--- src/rtl/rf_wb_checker_pkg.sv ---
// rf_wb_checker_pkg: shared types for the register-file writeback checker
package rf_wb_checker_pkg;
    localparam int REG_IDX_W = 5;
    localparam int XLEN_MAX = 64;
    typedef enum logic [1:0] {IDLE, WAIT, CHECK, DONE} state_t;
    typedef struct packed {
        logic [XLEN_MAX-1:0]  flag;
        logic [REG_IDX_W-1:0] rg;
        logic [XLEN_MAX-1:0]  exp;
    } check_entry_t;
endpackage

--- src/rtl/rf_shadow.sv ---
// rf_shadow: 32-entry shadow of the architectural registers with x0 hardwired to zero
module rf_shadow import rf_wb_checker_pkg::*; #(
    parameter int XLEN = 32
) (
    input  logic                 clk,
    input  logic                 rst,
    input  logic                 wr_en,
    input  logic [REG_IDX_W-1:0] wr_addr,
    input  logic [XLEN-1:0]      wr_data,
    input  logic [REG_IDX_W-1:0] flag_addr,
    output logic [XLEN-1:0]      flag_data,
    input  logic [REG_IDX_W-1:0] tgt_addr,
    output logic [XLEN-1:0]      tgt_data
);
    logic [XLEN-1:0] regs [32];

    always_ff @(posedge clk) begin
        if (rst) begin
            for (int i = 0; i < 32; i++) regs[i] <= '0;
        end else if (wr_en && wr_addr != '0) begin
            regs[wr_addr] <= wr_data;
        end
    end

    assign flag_data = flag_addr == '0 ? '0 : regs[flag_addr];
    assign tgt_data  = tgt_addr == '0 ? '0 : regs[tgt_addr];
endmodule

--- config.mk ---
export PLATFORM = sky130hd
export DESIGN_NAME = rf_shadow
export DESIGN_NICKNAME = d
export VERILOG_FILES = /design/src/rtl/rf_wb_checker_pkg.sv /design/src/rtl/rf_shadow.sv
export SDC_FILE = /design/constraint.sdc
export NUM_CORES = 2
export LEC_CHECK = 0
export ABC_AREA = 1
export BUFFER_PORTS_ARGS = -buffer_cell sky130_fd_sc_hd__buf_2
export CELL_PAD_IN_SITES_DETAIL_PLACEMENT = 1
export CELL_PAD_IN_SITES_GLOBAL_PLACEMENT = 1
export CORE_ASPECT_RATIO = 0.9
export CORE_MARGIN = 1
export CORE_UTILIZATION = 40
export CTS_BUF_LIST = sky130_fd_sc_hd__clkbuf_4 sky130_fd_sc_hd__clkbuf_8
export CTS_CLUSTER_DIAMETER = 40
export CTS_CLUSTER_SIZE = 8
export DETAILED_ROUTE_END_ITERATION = 12
export MAX_ROUTING_LAYER = met4
export PLACE_DENSITY = 0.79
export SYNTH_ARGS = -nofsm -noshare
export SYNTH_HDL_FRONTEND = slang
export SYNTH_SLANG_ARGS = --single-unit
export TNS_END_PERCENT = 100
--- constraint.sdc ---
create_clock -name clk -period 5 [get_ports clk]
set_input_delay 0.75 -clock clk [delete_from_list [all_inputs] [get_ports clk]]
set_output_delay 0.75 -clock clk [all_outputs]
set_load 0.05 [all_outputs]
Word-level counts from Yosys, hierarchy flattened
Memories as Yosys holds them, arrays and structs flattened.
Cells that the tools add are included.
{ "op_classes": {"mux": 10, "n_reduce_logical": 5} }
{ "op_table": {"columns": ["op", "count"], "rows": [
  ["$mux W32", 3],
  ["$reduce_or A32 Y1", 1],
  ["$logic_not A5 Y1", 2],
  ["$mux W1", 6],
  ["$mux W5", 1],
  ["$reduce_bool A5 Y1", 1],
  ["$logic_and A1 B1 Y1", 1]
]} }
{ "totals": {"output_inout_bits": 64, "memories": 1, "ram_bits": 1024, "reg_bits": 0, "wordCells": 16, "inputBits": 50} }
{ "mem_list": {"columns": ["name", "depth", "word_bits", "read_ports", "rd_clocked_by_memory_dff", "wr", "line", "source"], "rows": [
  ["regs", 32, 32, 2, 0, 32, "rf_shadow.sv:15", "logic [XLEN-1:0] regs [32];"]
]} }

Depth between registers and ports, before layout
{ "depth": {"word_depth": 7, "mapped_depth": 13, "depth_no_buf": 10} }

Worst setup path after synthesis
Ideal clock, no wire load.
{ "synth_timing": {"kind": "input -> output", "from": "input port flag_addr[2]", "to": "output port flag_data[21]", "path_stages": 9, "required_ns": 4.250, "slack_ns": 1.794, "n_path_buf": 3, "arrival_ns": 2.456, "cell_sequence": "buf_2 buf_1 buf_1 nand3_1 nand2_1 nand2_1 nand3_1 nand2_1 nor2_1"} }
{ "synth_between": {"elab_chain_cells": 2, "word_cells_on_any_way": 3, "classes_between": "mux (1); reduce/logical (1); memory (1)"} }
{ "synth_rtl": {"columns": ["element", "line", "source"], "rows": [
  ["start: declaration", "rf_shadow.sv:10", "input logic [REG_IDX_W-1:0] flag_addr,"],
  ["$mem_v2 Z32 W32 or $logic_not A5 Y1 (tied branches)", null, null],
  ["$mux W32 (*)", "rf_shadow.sv:25", "assign flag_data = flag_addr == '0 ? '0 : regs[flag_addr];"],
  ["end: declaration", "rf_shadow.sv:11", "output logic [XLEN-1:0] flag_data,"]
]} }
Mark *: on every way between the ends. The rest lies on a longest branch, timed or not.

Worst setup path after layout
{ "layout_timing": {"from": "input port flag_addr[0]", "to": "output port flag_data[24]"} }
Same word-level chain as after synthesis.

==> run summary <==
CP Capture Type: output pin
Status: finished, final reports clean
I/O pin cnt: 114
CP Max Fanout: 67
Final Hold Slack: 407 ps
Sequential share of the synthesized area: 54.4%
NumNets Final: 7,183
Crit-path max cell delay: 480 ps
Initial DRC Count: 7,281
Depth of the CTS H-tree: 4
P_int: 14.3 mW
Worst-path clk slew: 60 ps
Final critical-path required period: 4400 ps
Yosys top cell area share: 54.4%
Vias: 55,436
Worst Hold Class: primary input to register
First drt pass iteration count: 8
Largest register FFs: 1,024
Filler Cells Inserted: 17,000
Tot GR Track Use: 35.0%
Largest net degree at the start of global routing: 103
Global route overflow: 0
Sum of negative setup slack: 0 ps
Top flop regs: regs (1024)
DRC Markers: 0
Hold Crit Endpoint: regs[19][8]$_SDFFCE_PN0P_
Flop pwr share: 49.0%
Hold Path Cell Cnt: 4
Crit share post-route: 88.1%
Die height: 359 µm
Slowest-stage cell, CP: inv_8
Peak supply drop: 0.216 mV
PwrDens: 334 mW/mm²
Setup violators final: 0
Design area: 0.0621 mm²
Most flops, register: regs
Switch Pwr: 6.44 mW
Via density: 6.10
Die Span X: 398 µm
Max frequency: 227 MHz
Post-DR wirelength/cell: 27.1 µm
Clk buf depth: 3
CTS buffer count: 168
Post-Syn Instances: 7,252
#FFs+latches synth: 1,024
Unrepaired setup endpoints after global routing: false
Placed Cells: 8,811
Num rows: 130
Fraction of layout cells with a size suffix above 1: 8.33%
HP Start: wr_data[8]
Critical Path RT: 4250 ps
Post-DRT Antenna Nets: 0
Most common cell on crit path: nand2_1
Area delta synth->final: 9.87%
Synth cell types: 19
Post-Syn Area per Cell: 7.79 µm²
Clock Power Share: 35.3%
Top cells by area, synth: edfxtp_1, nand2_1, nor2_1
WP data arrival: 3650 ps
Gate power share: 15.7%
Final Non-Filler Cells: 9,081
Synth Cell Area: 0.0565 mm²
Starting Density: 40.4%
Slew @ Worst Pin: 1300 ps
Initial antenna violation count: 6
Leakage: 25.6 nW
Resized cells post-CTS: 0
Clock root buffer: clkbuf_8
Num Clock Sinks: 1,024
HPWL Detailed: 141 mm
Sw Ratio: 31.0%
Global-route wire length before repair: 358 mm
Number of port buffers: 113
Placed Instance Area: 0.0591 mm²
GPL Wtd Cong: 0.887
Max-Cap Viols: 0
CTS Hold Buffers Added: 0
Max_slew headroom: 13.4%
Post-Route WL: 246 mm
Hold Vio Cnt, Final: 0
Worst path cell trace: buf_8, inv_8, buf_12, buf_4, nand2_1, nand3_1, nand2_1, nand2_1, nand2_1, nor2_1, nor2_1, nor2_1, buf_2
Number of global-route vias before repair: 55,913
CTS tree: built
Crit Path Category: primary input to output pin
Util after Layout: 44.4%
Syn. warnings: 0
Floorplan core area: 0.140 mm²
Die footprint: 0.143 mm²
Final-report max-slew violation count: 0
Post-CTS setup repair buffer count: 0
Cell taking the most area after synthesis: edfxtp_1
CP startpoint kind: primary input
area by class of cell:
cell class	instances	area, µm²	area share (%)
clock inverter	64	450	0.725
inverter	156	622	1.00
sequential	1024	30700	49.5
tap	1848	2310	3.72
timing repair buffer	307	2650	4.27
clock buffer	200	2580	4.16
multi-input combinational	5476	22700	36.6
antenna	6	15.0	0.0242
cells by family after synthesis:
| kind of cell | Yosys count | share of synthesized area [%] |
|---|---|---|
| AOI/OAI and AO/OA | 582 | 5.25 |
| buffers and inverters | 783 | 5.86 |
| DFF | 1024 | 54.4 |
| other | 1 | 0.00663 |
| and+or+nand+nor | 4862 | 34.5 |
worst max-delay path by stage:
stage          cells after the start          from       endpoint
2_1_floorplan                      9  flag_addr[2]  flag_data[21]
4_1_cts                           13  flag_addr[0]  flag_data[24]
3_3_place_gp                      13  flag_addr[0]  flag_data[24]
6_report                          13  flag_addr[0]  flag_data[24]
3_5_place_dp                      13  flag_addr[0]  flag_data[24]
5_1_grt                           13  flag_addr[0]  flag_data[24]
Yosys cell counts, drive strengths merged:
library cell,count
clkinv,3
nand4,1
nor2,1787
o211ai,22
buf,328
o21ai,437
a21oi,123
clkbuf,299
inv,153
nand2,2082
nand3,984
conb,1
nor3,8
edfxtp,1024
layout by cell type (no fill, tap or decap):
master / count
diode_2: 6
clkbuf_8: 173
inv_6: 5
nand4_1: 1
nand3_2: 1
nor2_1: 1785
buf_4: 151
a21oi_1: 123
clkbuf_4: 27
clkinv_4: 2
nand2_1: 2035
conb_1: 32
buf_8: 4
nand2_2: 47
nor3_1: 8
buf_6: 1
inv_1: 148
clkinvlp_4: 6
clkinv_1: 27
buf_2: 105
buf_12: 46
inv_8: 4
bufinv_16: 5
clkinv_2: 22
edfxtp_1: 1024
o21ai_0: 396
nor2_4: 2
o21ai_1: 41
inv_2: 1
nand3_1: 983
o211ai_1: 22
critical path, delay by kind of cell:
family / cells / cell delay, ps
buf+inv: 5 / 1690
simple gates: 8 / 1170
layer usage:
metal  wire length (µm)  vias up  GRT usage (%)
li1                   -    23482              -
met1              93900    27634           43.8
met2             111000     3527           53.1
met3              27800      793           6.51
met4              13900        0           20.0
met5                  0        -              -
through the flow:
stage	power (mW)	worst slack, ps
6_report	20.8	596
5_1_grt	21.4	386
4_1_cts	20.7	670
3_5_place_dp	13.5	671
3_3_place_gp	13.4	717
2_1_floorplan	12.2	1790
power groups by stage:
stage	Combinational (mW)	Clock (mW)	Sequential, mW
after floorplan	1.95	0	10.3
after global placement	3.09	0	10.3
after detailed placement	3.17	0	10.3
after CTS	3.19	7.34	10.2
after global routing	3.44	7.69	10.2
final	3.26	7.32	10.2
No activity file was read; power rests on OpenSTA's default activity.
